<file path="src/rtl/sync_fifo_flags.sv">
// sync_fifo_flags: single-clock FIFO with occupancy count, almost-full/empty flags, error pulses, sync flush.
// Latency: dout registered, valid 1 cycle after an accepted read; with SYNC_FIFO_FWFT_EN the head word is shown while !empty.
// Backpressure: writes refused while full (unless a read frees a slot this edge), reads refused while empty; refusals pulse overflow/underflow.
module sync_fifo_flags #(
    parameter int DATA_W    = 16,
    parameter int DEPTH     = 16,
    parameter int AFULL_TH  = DEPTH - 2,
    parameter int AEMPTY_TH = 2
) (
    input  logic                     clk,
    input  logic                     rstn,
    input  logic                     clr,
    input  logic                     wr_en,
    input  logic [DATA_W-1:0]        din,
    input  logic                     rd_en,
    output logic [DATA_W-1:0]        dout,
    output logic                     full,
    output logic                     empty,
    output logic                     almost_full,
    output logic                     almost_empty,
    output logic [$clog2(DEPTH):0]   count,
    output logic                     overflow,
    output logic                     underflow
);

    localparam int ADDR_W = $clog2(DEPTH);
    localparam int CNT_W  = ADDR_W + 1;

    localparam logic [CNT_W-1:0] PTR_ONE  = CNT_W'(1);
    localparam logic [CNT_W-1:0] DEPTH_C  = CNT_W'(DEPTH);
    localparam logic [CNT_W-1:0] AFULL_C  = CNT_W'(AFULL_TH);
    localparam logic [CNT_W-1:0] AEMPTY_C = CNT_W'(AEMPTY_TH);

    logic [DATA_W-1:0] mem [DEPTH];

    logic [CNT_W-1:0]  wr_ptr;
    logic [CNT_W-1:0]  rd_ptr;
    logic [CNT_W-1:0]  wr_ptr_nxt;
    logic [CNT_W-1:0]  rd_ptr_nxt;
    logic [CNT_W-1:0]  count_nxt;
    logic [ADDR_W-1:0] wr_addr;
    logic [ADDR_W-1:0] rd_addr;
    logic              rd_acc;
    logic              wr_acc;

    assign wr_addr = wr_ptr[ADDR_W-1:0];
    assign rd_addr = rd_ptr[ADDR_W-1:0];

    // Acceptance uses the registered flags; a read on a full FIFO frees the slot the write lands in.
    always_comb begin
        rd_acc = rd_en && !empty && !clr;
        wr_acc = wr_en && (!full || rd_acc) && !clr;
    end

    always_comb begin
        wr_ptr_nxt = wr_ptr;
        rd_ptr_nxt = rd_ptr;
        if (clr) begin
            wr_ptr_nxt = '0;
            rd_ptr_nxt = '0;
        end else begin
            if (wr_acc) wr_ptr_nxt = wr_ptr + PTR_ONE;
            if (rd_acc) rd_ptr_nxt = rd_ptr + PTR_ONE;
        end
        // Wrap bit makes the plain difference the occupancy, 0..DEPTH.
        count_nxt = wr_ptr_nxt - rd_ptr_nxt;
    end

    always_ff @(posedge clk or negedge rstn) begin
        if (!rstn) begin
            wr_ptr       <= '0;
            rd_ptr       <= '0;
            count        <= '0;
            full         <= 1'b0;
            empty        <= 1'b1;
            almost_full  <= 1'b0;
            almost_empty <= 1'b1;
            overflow     <= 1'b0;
            underflow    <= 1'b0;
        end else begin
            wr_ptr       <= wr_ptr_nxt;
            rd_ptr       <= rd_ptr_nxt;
            count        <= count_nxt;
            full         <= (count_nxt == DEPTH_C);
            empty        <= (count_nxt == '0);
            almost_full  <= (count_nxt >= AFULL_C);
            almost_empty <= (count_nxt <= AEMPTY_C);
            overflow     <= wr_en && !wr_acc && !clr;
            underflow    <= rd_en && !rd_acc && !clr;
        end
    end

    always_ff @(posedge clk) begin
        if (wr_acc) mem[wr_addr] <= din;
    end

`ifdef SYNC_FIFO_FWFT_EN
    assign dout = empty ? '0 : mem[rd_addr];
`else
    // Same-edge write to the head slot (full + read + write) still returns the old head here.
    always_ff @(posedge clk or negedge rstn) begin
        if (!rstn) begin
            dout <= '0;
        end else if (clr) begin
            dout <= '0;
        end else if (rd_acc) begin
            dout <= mem[rd_addr];
        end
    end
`endif

endmodule

</file>
<file path="config.mk">
export PLATFORM = sky130hd
export DESIGN_NAME = sync_fifo_flags
export DESIGN_NICKNAME = d
export VERILOG_FILES = /design/src/rtl/sync_fifo_flags.sv
export SDC_FILE = /design/constraint.sdc
export NUM_CORES = 1
export LEC_CHECK = 0
export ABC_CLOCK_PERIOD_IN_PS = 3500
export CORE_UTILIZATION = 63
export CTS_CLUSTER_SIZE = 24
export DETAILED_ROUTE_END_ITERATION = 7
export DONT_BUFFER_PORTS = 1
export GPL_ROUTABILITY_DRIVEN = 0
export GPL_TIMING_DRIVEN = 0
export PLACE_DENSITY_LB_ADDON = 0.3
export SETUP_SLACK_MARGIN = 0.15
export SLEW_MARGIN = 30
export SYNTH_ARGS = -nofsm -noshare
export SYNTH_HDL_FRONTEND = slang
export SYNTH_SLANG_ARGS = --single-unit
export TNS_END_PERCENT = 30
</file>
<file path="constraint.sdc">
create_clock -name clk -period 3.5 [get_ports clk]
set_clock_uncertainty 0.2 [all_clocks]
set_input_delay 0.875 -clock clk [delete_from_list [all_inputs] [get_ports clk]]
set_output_delay 0.875 -clock clk [all_outputs]
set_load 0.05 [all_outputs]
</file>
### Word-level counts from Yosys, hierarchy flattened

Memory sizes are Yosys's and may differ from the RTL's.
Cells that the tools add are included.

| storage, ports and cells | value |
|---|---|
| register bits | 37 |
| bits in writable memories | 256 |
| input bits | 21 |
| output and inout bits | 27 |
| memories | 1 |

Memory list:

| memory | depth | width | rd ports | clocked after memory_dff | write ports | RTL line | source |
|---|---|---|---|---|---|---|---|
| mem | 16 | 16 | 1 | 0 | 1 | 34 | `logic [DATA_W-1:0] mem [DEPTH];` |

| operators by class | value |
|---|---|
| add/sub/neg operators | 3 |
| magnitude comparators | 2 |
| equality and inequality tests | 1 |
| multiplexer cells | 8 |
| reductions and logical operators | 16 |

Operator list:

| cell | count |
|---|---|
| 2-to-1 mux 16 bit | 2 |
| 2-to-1 mux 5 bit | 4 |
| adder 5 x 1 -> 5 bit, second input constant | 2 |
| logical AND 1 bit | 8 |
| equality test 5 bit, second input constant | 1 |
| >= comparator 5 x 4 -> 1 bit, second input constant | 1 |
| less-or-equal comparator 5 x 2 -> 1 bit, second input constant | 1 |
| zero test 1 bit | 5 |
| zero test 5 bit | 1 |
| subtractor 5 bit | 1 |
| 2-to-1 mux 1 bit | 2 |
| nonzero test 2 bit | 1 |
| logical OR 1 bit | 1 |

### Logic depth before layout (Yosys ltp)

Gate-level depths: netlist (run 1).

| logic depth | value |
|---|---|
| depth after elaboration | 10 |
| mapped depth | 13 |

### Least setup slack after synthesis (run 1)

No wires, ideal clock.

| timing | value |
|---|---|
| kind | in2reg |
| start | input port clr |
| end | register full |
| library setup time | 94 ps |
| arrival time | 3045 ps |
| required time | 3206 ps |
| setup slack | 161 ps |
| stages on the path | 11 |
| cell sequence | buf_2 > clkbuf_1 > or2_2 > ha_1 > inv_1 > fa_1 > a21o_1 > a21oi_1 > a21bo_2 > o32ai_4 > nor4b_4 |

| between the ends | value |
|---|---|
| word-level cells in the longest chain between the ends | 9 |
| elaborated cells on any way between the ends | 11 |

Ends and longest elaborated chain:

| element | RTL line | source |
|---|---|---|
| start, declared | 12 | `input logic clr,` |
| zero test 1 bit | 51, 52 |  |
| logical AND 1 bit | 51 | `rd_acc = rd_en && !empty && !clr;` |
| logical OR 1 bit | 52 | `wr_acc = wr_en && (!full \|\| rd_acc) && !clr;` |
| logical AND 1 bit (2 in series) | 52 |  |
| 2-to-1 mux 5 bit | 62 | `if (wr_acc) wr_ptr_nxt = wr_ptr + PTR_ONE;` |
| 2-to-1 mux 5 bit | 58 | `if (clr) begin` |
| subtractor 5 bit * | 66 | `count_nxt = wr_ptr_nxt - rd_ptr_nxt;` |
| named net count_nxt[4] | 40 | `logic [CNT_W-1:0] count_nxt;` |
| equality test 5 bit * | 84 | `full <= (count_nxt == DEPTH_C);` |
| end signal, assigned | 84 |  |
| end, declared | 17 | `output logic full,` |

Mark *: on every way through the listed nets, which the timed path passes. The rest lies on a longest branch.
A chain may end at the register's enable or synchronous reset.

### Worst setup path in the final report (run 1)

| timing | value |
|---|---|
| start | register rd_ptr[2] |
| end | register full |

| between the ends | value |
|---|---|
| word-level cells in the longest chain between the ends | 5 |

Ends and longest elaborated chain:

| element | RTL line | source |
|---|---|---|
| start, declared | 37 | `logic [CNT_W-1:0] rd_ptr;` |
| start signal, assigned | 82 | `rd_ptr <= rd_ptr_nxt;` |
| adder 5 x 1 -> 5 bit | 63 | `if (rd_acc) rd_ptr_nxt = rd_ptr + PTR_ONE;` |
| 2-to-1 mux 5 bit * | 63 |  |
| 2-to-1 mux 5 bit * | 58 |  |
| subtractor 5 bit * | 66 |  |
| named net count_nxt[4] | 40 |  |
| equality test 5 bit * | 84 |  |

Marked as above.

==> run metrics, run 1 <==
status complete, no violations; DIE HEIGHT between 100 and 150 microns; first-pass GRT wire length between 30000 and 40000 microns; Yosys cell types between 40 and 50; DR vias just under 6000; Worst Hold Margin 0.226 ns; RSZ-0062 raised after global routing no; Hold Vio Cnt, Final 0; Post-DP HPWL approximately 14000 microns; maximum root-to-sink buffer count 3; fin crit period 3.20 ns; Die ar. 18800 sq um; clock-pin slew on the worst setup and hold paths 0.06 ns; io pins 48; post-synthesis cell count about 600; crit path kind flop to flop; iteration-0 DRC count of the detailed router 555; footprint of the multi-input gates 2740 sq um; synth top area cells edfxtp_1, mux4_2, dfrtp_1, mux2i_1, a221oi_1; max-slew violations 0; Rel. slew slack 27.4%; Final WS setup roughly 0.3 ns; grt total ovfl 0; Mapped Nets 617; f_max 312 MHz; sequential area share after synthesis 74.9%; TritonCTS Buffers 29; First-pass DRT Iterations 5; CP top delay family compound AO/OA/AOI/OAI gates; syn avg cell area 19.6 sq um; max_cap viols 0; Post-DRT Antenna Nets 0; CTS tree done; max incr delay on CP 0.51 ns; Initial Utilization 64.3%; clk sinks between 200 and 300; CP max stage cell buf_2; Nets 652; Cell Chain, Critical Path buf_2, buf_2, xor2_1, or2_2, ha_1, a21o_1, a21oi_2, a21bo_2, o32ai_4, nor4b_4; Pleak 0.00425 uW; drt drc 0; FF+latch area 8620 sq um; setup violators final 0; Synth async-reset ratio 12.6%; PD cells between 600 and 700 nW/um^2; Slew @ Worst Pin 1.09 ns; Seq cells post-synth 293; ys flop type edfxtp_1; CP max FO 19; FILL cells 1046; post-synth top area cell edfxtp_1; number of synthesized flops with an enable pin 256; Root Buffer clkbuf_16; critical path launch point type flop; Critical Path RT 3.75 ns; global-route usage over all layers 28.1%; placed cell area roughly 12000 sq um; share of cells above drive strength 1 22.9%; pre-CTS WS -0.362 ns; WP buf/inv 2; post-synthesis cell area around 12000 sq um; initial antenna violation count 0; clk_lat worst skew 0.54 ns; share of Yosys cell area claimed by the top area cell type 66.8%; H-tree levels 1; crit path DAT ~3.5 ns; Final Power between 8000 and 9000 uW; Yosys warning count 0; row cnt 49; ant diodes 0; die width about 140 microns; area growth from synthesis to layout 12.2%; Hold Crit Class input port to flop; I/O Buffers 0; pin count of the biggest net entering global routing 38; design area 12900 sq um; Peak VDD IR 0.000631 V; DR vias/cell 6.68; core box area 17900 sq um; most used cell, CP buf_2; drt wl/cell 28.8 microns; period utilisation layout 91.5%; Setup crit end kind flop; vias in the first global route 5944; total wire length 25100 microns
==> cells by family (layout without fill, tap and decap cells) <==
logic type / after synthesis / count (layout) / share of synthesized area [%]
buffers and inverters: 40 / 97 / 1.54
AND/OR/NAND/NOR: 76 / 76 / 3.84
flip-flops: 293 / 293 / 74.9
adder cells (fa/ha/maj): 10 / 10 / 1.15
multiplexers: 97 / 97 / 13.7
XOR/XNOR: 9 / 9 / 0.750
AO/OA/AOI/OAI: 61 / 61 / 4.15
==> metal layers <==
| metal | up-vias | track usage (%) | wire (microns) |
|---|---|---|---|
| met4 | 0 | 11.8 | 763 |
| met1 | 3018 | 39.2 | 9860 |
| met3 | 52 | 4.96 | 2200 |
| li1 | 2423 | - | - |
| met2 | 335 | 44.3 | 12300 |
| met5 | - | 0 | 0 |
==> path summary, 6_finish.rpt <==
kind                       startpoint      endpoint  slack (ns)  cells after the start
setup / recovery            rd_ptr[2]          full        0.30                     10
hold / removal                 din[4]    mem[10][4]        0.23                      0
setup reg to reg            rd_ptr[2]          full        0.30                     10
hold reg to reg             wr_ptr[4]     wr_ptr[4]        0.46                      2
max in group asynchronous        rstn  almost_empty        2.23                      2
min in group asynchronous        rstn       dout[0]        0.59                      2
==> through the flow <==
stage          util [%]  setup TNS (ns)  instances
2_1_floorplan         -               0        586
3_3_place_gp       65.9          -0.925        815
3_5_place_dp       65.9           -1.13        815
4_1_cts            72.0               0        872
5_1_grt            72.1               0        872
6_report           72.1               0        872
==> cell type report <==
cell class / instances / area share (%)
flip-flops and latches: 293 / 66.8
plain buffers: 30 / 1.32
inverters: 9 / 0.262
well taps: 229 / 2.22
repair buffers: 5 / 0.436
multi-input cells: 253 / 21.2
clock buffers: 34 / 5.85
clock inverters: 19 / 1.91
==> worst reg2reg max path: cells and delay by family (launching register included) <==
family / cells / cell delay (ns)
flops: 1 / 0.32
xor+xnor: 1 / 0.12
simple gates: 2 / 0.56
fa+ha+maj: 1 / 0.35
compound gates: 4 / 0.84
buf+inv: 2 / 0.73
==> synth_stat cells, types with 9 or more instances <==
library cell  number
a221oi_1          16
and2_1            18
buf_2             10
clkbuf_1          15
dfrtp_1           35
edfxtp_1         256
ha_1               9
inv_1              9
mux2i_1           49
mux4_2            48
nand2_1           22
nor2_1             9
o211ai_1          16
o21ai_0           13
==> layout by cell type, fill, tap and decap left out, types with 2 or more instances in the layout <==
| master | count |
|---|---|
| edfxtp_1 | 256 |
| mux2i_1 | 49 |
| mux4_2 | 48 |
| dfrtp_1 | 35 |
| clkbuf_16 | 29 |
| nand2_1 | 20 |
| clkbuf_1 | 16 |
| a221oi_1 | 16 |
| o211ai_1 | 16 |
| and2_2 | 13 |
| o21ai_0 | 13 |
| inv_1 | 9 |
| nor2_1 | 9 |
| ha_1 | 9 |
| buf_2 | 8 |
| clkinv_2 | 7 |
| bufinv_16 | 6 |
| buf_4 | 5 |
| and2_1 | 5 |
| nand3_1 | 4 |
| xor2_1 | 4 |
| xnor2_1 | 4 |
| or2_2 | 4 |
| o21ai_1 | 4 |
| clkinv_1 | 4 |
| a21oi_1 | 3 |
| buf_6 | 2 |
| buf_8 | 2 |
| nor2b_1 | 2 |
| clkbuf_2 | 2 |
| or2_1 | 2 |
| nand2_2 | 2 |
| a21o_1 | 2 |
| a21oi_2 | 2 |
| nor3_1 | 2 |
| nor3b_1 | 2 |
| or3_1 | 2 |
==> report_power, final <==
part           internal, uW  switching [uW]  leakage, uW  total, uW
logic                   464             547     0.000963       1010
registers              3930             351      0.00280       4290
clock network          1980            1270     0.000492       3250
==> timing repair <==
action                                  in CTS  in global routing
endpoints found under the setup margin       6                  5
hold buffers                                 2                  0
pin swaps                                    2                  2
setup buffers                                3                  0
hold endpoints to repair                    37                  0
resized for setup                           11                  7
==> registers in the layout, indices dropped and copies added (netlist names) <==
signal,count
almost_empty,1
almost_full,1
count,5
dout,16
empty,1
full,1
mem,256
overflow,1
rd_ptr,5
underflow,1
wr_ptr,5
No activity file was read; power rests on OpenSTA's default activity.
==> run 2, diff against run 1 <==
--- a/config.mk
+++ b/config.mk
@@ -5,7 +5,9 @@
 export SDC_FILE = /design/constraint.sdc
 export NUM_CORES = 1
 export LEC_CHECK = 0
+export ABC_AREA = 1
 export ABC_CLOCK_PERIOD_IN_PS = 3500
+export CAP_MARGIN = 5
 export CORE_UTILIZATION = 63
 export CTS_CLUSTER_SIZE = 24
 export DETAILED_ROUTE_END_ITERATION = 7
==> run 2 against run 1 <==
Routed wire length grew 21%. Maximum frequency rose by 3.1%. Non-clock buffer count is 34 higher. Combinational power is 32% higher. Synthesized cell count increased by 73%. Critical path depth rose by 5. Global-route usage grew 3.4 points. Count of clock-buffer cells in the layout is 4 higher. Sequential share of layout area decreased by 2.5 points. Cell count is 50% higher. Worst hold slack got worse by 0.0057 ns.
==> run metrics, run 2 <==
H-tree levels 1 (unchanged); First-pass DRT Iterations 5 (unchanged); Rel. slew slack 36.5% (+9.2 points); Yosys warning count 0 (unchanged); Nets 1087 (+67%); ant diodes 0 (unchanged); DIE HEIGHT 140 microns (+2.1%); DR vias 8155 (+40%); total wire length 30300 microns (+21%); clock-pin slew on the worst setup and hold paths 0.07 ns (about the same); Final Power 8510 uW (-0.36%); Yosys cell types 33 (-28%); synth top area cells edfxtp_1, dfrtp_1, nor2_1, nand2_1, o21ai_0; Synth async-reset ratio 12.6% (unchanged); first-pass GRT wire length 45000 microns (+23%); initial antenna violation count 0 (unchanged); Setup crit end kind flop; FF+latch area 8620 sq um (about the same); Worst Hold Margin 0.220 ns (-0.00574 ns); Die ar. 19600 sq um (+4.2%); Root Buffer clkbuf_16; grt total ovfl 0 (unchanged); vias in the first global route 7822 (+32%); status complete, no violations; drt wl/cell 23.1 microns (-20%); core box area 18700 sq um (+4.5%); Hold Vio Cnt, Final 0 (unchanged); die width 140 microns (+2.1%); share of Yosys cell area claimed by the top area cell type 64.1% (-2.7 points); iteration-0 DRC count of the detailed router 1198 (+120%); number of synthesized flops with an enable pin 256 (unchanged); post-synth top area cell edfxtp_1; synth cell count leaders edfxtp_1, nor2_1, nand2_1, o21ai_0, nand3_1; largest register by flop count mem; CP max FO 4 (-15); share of cells above drive strength 1 11.9% (-11 points); clk_lat worst skew 0.55 ns (about the same); Resized cells post-CTS 0 (-11); Post-CTS Setup Inserts 0 (-3); Post-DP HPWL 19800 microns (+37%); FILL cells 1235 (+18%); sequential area share after synthesis 71.8% (-3.1 points); Placed Cells 1258 (+54%); crit path kind flop to flop; RSZ-0062 raised after global routing no; dominant cell by count in the synthesized netlist edfxtp_1; placed cell area 12500 sq um (+5.9%); row cnt 50 (+2.0%); maximum root-to-sink buffer count 3 (unchanged); clk sinks 293 (unchanged); Mapped Nets 1042 (+69%); Initial Utilization 64.1% (-0.14 points); Seq cells post-synth 293 (unchanged); pin count of the biggest net entering global routing 38 (unchanged); commonest non-fill, non-tap cells in the layout edfxtp_1, nor2_1, nand2_1; max-slew violations 0 (unchanged); footprint of the multi-input gates 2960 sq um (+8.1%); hold_buf cts 2 (unchanged); io pins 48 (unchanged); Pleak 0.00491 uW (+15%); area growth from synthesis to layout 11.8%; DR vias/cell 6.23 (-6.9%); CTS tree done; Largest regs mem (256), dout (16); max_cap viols 0 (unchanged); most common cell after layout, fill and taps aside edfxtp_1; period utilisation layout 88.8% (-2.7 points); Post-DRT Antenna Nets 0 (unchanged); fin crit period 3.11 ns (-0.0960 ns); number of flip-flops in the largest register 256 (unchanged); I/O Buffers 0 (unchanged); crit path DAT 3.35 ns (-0.10 ns); Critical Path RT 3.74 ns (about the same); post-synthesis cell area 12000 sq um (+4.3%); syn avg cell area 11.9 sq um (-40%); drt drc 0 (unchanged); ys flop type edfxtp_1; global-route usage over all layers 31.5% (+3.4 points); TritonCTS Buffers 28 (-3.4%); Hold Crit Class input port to flop; final cell count without fillers 1310 (+50%); post-synthesis cell count 1011 (+73%); Peak VDD IR 0.000614 V (-2.6%); PD cells 635 nW/um^2 (-4.1%); Slew @ Worst Pin 0.951 ns (-0.138 ns); setup violators final 0 (unchanged); design area 13400 sq um (+3.9%); f_max 322 MHz (+3.1%); critical path launch point type flop
-- run 2: cells by family (layout without fill, tap and decap cells) --
kind of cell | Yosys count | in the layout | synth area share (%)
flops | 293 | 293 | 71.8
compound gates | 160 | 160 | 7.45
xor+xnor | 3 | 3 | 0.219
simple gates | 454 | 454 | 15.4
fa+ha+maj | 10 | 10 | 1.11
buf+inv | 91 | 156 | 3.96
-- run 2: layout make-up --
class,count,share of cell area [%]
sequential,293,64.3
multi-input combinational,627,22.1
clock buffer,38,5.92
buffer,54,2.49
tap,234,2.18
timing repair buffer,15,1.40
inverter,37,1.05
clock inverter,12,0.588
-- run 2: per-stage QoR --
step	worst slack [ns]	util, %	TNS [ns]
floorplan	0.257	-	0
global placement	-0.861	65.7	-23.43
detailed placement	0.0399	66.8	0
CTS	0.445	71.7	0
global route	0.229	71.7	0
finish	0.392	71.7	0
-- run 2: worst max-delay path, stage by stage, from the launching register on --
cell and delay (ns):
dfstp_2 0.70, inv_1 0.11, nand2_1 0.16, nand2_1 0.13
o21ai_0 0.30, ha_1 0.21, inv_1 0.06, fa_1 0.39
nand2_1 0.07, nand2_1 0.04, a21oi_1 0.18, inv_1 0.06
nand3_1 0.10, nand3_2 0.11, nand2_2 0.12, nand2_1 0.06
-- run 2: per-layer routing --
layer / routed length, microns / part of all wire, % / global-route usage (%)
met1: 11100 / 37 / 43.1
met2: 14100 / 46 / 49.3
met3: 3800 / 13 / 6.43
met4: 1300 / 4.3 / 14.4
met5: 0 / 0 / 0
-- run 2: final timing paths --
path | from | endpoint | slack (ns) | cells after the start
worst min register to register | rd_ptr[4] | rd_ptr[4] | 0.42 | 3
min in group asynchronous | rstn | full | 0.60 | 2
worst max register to register | empty | almost_full | 0.39 | 15
worst max-delay path | empty | almost_full | 0.39 | 15
worst min-delay path | din[12] | mem[2][12] | 0.22 | 0
max in group asynchronous | rstn | empty | 2.25 | 2
-- run 2: power breakdown --
group	switching, uW	internal [uW]	total (uW)
registers	373	3940	4310
clock network	1230	1650	2870
logic	923	407	1330
total	2520	5990	8510
==> run 3, diff against run 2 <==
--- a/config.mk
+++ b/config.mk
@@ -15,6 +15,7 @@
 export GPL_ROUTABILITY_DRIVEN = 0
 export GPL_TIMING_DRIVEN = 0
 export PLACE_DENSITY_LB_ADDON = 0.3
+export REMOVE_ABC_BUFFERS = 1
 export SETUP_SLACK_MARGIN = 0.15
 export SLEW_MARGIN = 30
 export SYNTH_ARGS = -nofsm -noshare
==> run 3 against run 2 <==
Sequential cell count stayed put. Power grew 1.4%. Sequential power hardly changed. Non-clock buffer count down 51. Sequential share of layout area hardly changed. Setup slack worse by 0.088 ns. Combinational power is 9.8% lower. Routed wire length down 8.6%. Worst hold slack improved by 0.0023 ns. Critical path depth shrank 1. First-iteration DRC count shrank 32%.
==> run metrics, run 3 (synthesis results as in run 2) <==
status complete, no violations; clk_lat worst skew 0.55 ns (about the same); io pins 48 (unchanged); H-tree levels 1 (unchanged); DR vias/cell 6.00 (-3.7%); pin count of the biggest net entering global routing 127 (+230%); Final WS setup 0.304 ns (-0.0880 ns); WP buf/inv 4 (+1); DIE HEIGHT 140 microns (unchanged); Nets 1039 (-4.4%); crit path DAT 3.43 ns (+0.08 ns); Largest regs mem (256), dout (16); Initial Utilization 64.1% (unchanged); CP max stage cell dfrtp_4; Slew @ Worst Pin 0.991 ns (+0.0401 ns); period utilisation layout 91.3% (+2.5 points); Die ar. 19600 sq um (unchanged); Setup crit end kind flop; Post-DRT Antenna Nets 0 (unchanged); Placed Cells 1202 (-4.5%); drt drc 0 (unchanged); commonest non-fill, non-tap cells in the layout edfxtp_1, nor2_1, nand2_1; Critical Path RT 3.73 ns (about the same); clk sinks 293 (unchanged); DR vias 7584 (-7.0%); pre-CTS WS -0.184 ns (-0.224 ns); ant diodes 0 (unchanged); Hold Crit Class input port to flop; Post-DP HPWL 14000 microns (-29%); CTS tree done; fin crit period 3.20 ns (+0.0880 ns); setup TNS 0 ns (unchanged); drt wl/cell 21.9 microns (-5.3%); total wire length 27700 microns (-8.6%); die width 140 microns (unchanged); Hold Vio Cnt, Final 0 (unchanged); Final Power 8630 uW (+1.4%); max_cap viols 0 (unchanged); max incr delay on CP 0.62 ns (-0.08 ns); initial antenna violation count 0 (unchanged); First-pass DRT Iterations 5 (unchanged); Peak VDD IR 0.000538 V (-12%); TritonCTS Buffers 29 (+3.6%); core box area 18700 sq um (unchanged); FILL cells 1190 (-3.6%); global-route usage over all layers 27.8% (-3.6 points); largest register by flop count mem; vias in the first global route 7351 (-6.0%); max-slew violations 0 (unchanged); Pleak 0.00483 uW (-1.7%); Cell Chain, Critical Path buf_16, ha_1, inv_1, o22ai_1, inv_1, fa_1, nand2_1, nand2_1, a21oi_2, inv_1, nand3_1, nand3_2, nand2_2, nand2_1; maximum root-to-sink buffer count 3 (unchanged); CP top delay family adder cells; area growth from synthesis to layout 12.0%; crit path kind flop to flop; RSZ-0062 raised after global routing no; PD cells 643 nW/um^2 (+1.2%); final cell count without fillers 1265 (-3.4%); grt total ovfl 0 (unchanged); f_max 313 MHz (-2.8%); placed cell area 12300 sq um (-1.6%); share of cells above drive strength 1 11.1% (-0.84 points); most common cell after layout, fill and taps aside edfxtp_1; design area 13400 sq um (+0.21%); setup violators final 0 (unchanged); number of flip-flops in the largest register 256 (unchanged); CP max FO 52 (+48); FF+latch area 8630 sq um (+0.13%); row cnt 50 (unchanged); clock-pin slew on the worst setup and hold paths 0.07 ns (about the same); first-pass GRT wire length 40400 microns (-10%); iteration-0 DRC count of the detailed router 817 (-32%); footprint of the multi-input gates 3040 sq um (+2.8%); Root Buffer clkbuf_16; I/O Buffers 0 (unchanged); Rel. slew slack 33.9% (-2.6 points); critical path launch point type flop
[run 3: changes by cell type in the layout (fill, tap and decap cells not counted), sizes merged]
cell and delta:
buf -36, bufinv +2, clkbuf -13, clkinv -2, clkinvlp +1, inv +2, nor2 +1
[run 3: report_power, final]
group	total [uW]	switching, uW	internal (uW)
clock network	3100	1250	1850
logic	1200	822	378
registers	4330	394	3940
[run 3: final timing paths]
check | slack, ns | startpoint | cells after the start | end
worst min-delay path | 0.22 | clr | 1 | wr_ptr[3]
min in group asynchronous | 0.66 | rstn | 2 | count[1]
max in group asynchronous | 2.18 | rstn | 2 | empty
worst max register to register | 0.30 | rd_ptr[1] | 14 | almost_full
worst max-delay path | 0.30 | rd_ptr[1] | 14 | almost_full
worst min register to register | 0.46 | rd_ptr[4] | 3 | rd_ptr[4]
[run 3: per-layer routing]
metal	wire length [microns]	GRT usage [%]
met3	2360	4.99
met1	10700	36.6
met4	984	11.8
met5	0	0
met2	13700	46.2
[run 3: repair_timing]
action	4_1_cts	5_1_grt
hold buffers	2	0
gates resized for setup	4	9
hold endpoints to repair	37	0
pin swaps	0	2
setup endpoints to repair	5	5
buffers inserted	1	4
gates cloned	0	2
[run 3: stage by stage]
stage                     util, %  hold WS (ns)
after floorplan                 -         0.361
after global placement       63.9         0.380
after detailed placement     65.7         0.380
after CTS                    71.3         0.210
after global routing         71.8         0.204
final                        71.8         0.222
[run 3: worst register-to-register path, cell delays in order (launching register included)]
cell and delay, ns:
dfrtp_4 0.62, buf_16 0.26, ha_1 0.33, inv_1 0.04, o22ai_1 0.21, inv_1 0.13
fa_1 0.46, nand2_1 0.08, nand2_1 0.06, a21oi_2 0.17, inv_1 0.07, nand3_1 0.12
nand3_2 0.13, nand2_2 0.11, nand2_1 0.08
[run 3: layout make-up]
cell class | instances | share of cell area [%]
Timing Repair Buffer | 18 | 2.32
Timing Repair inverter | 1 | 0.0838
Clock buffer | 40 | 6.08
Sequential cell | 293 | 64.2
Clock inverter | 14 | 1.12
Tap cell | 234 | 2.18
Multi-Input combinational cell | 628 | 22.7
Inverter | 37 | 1.32
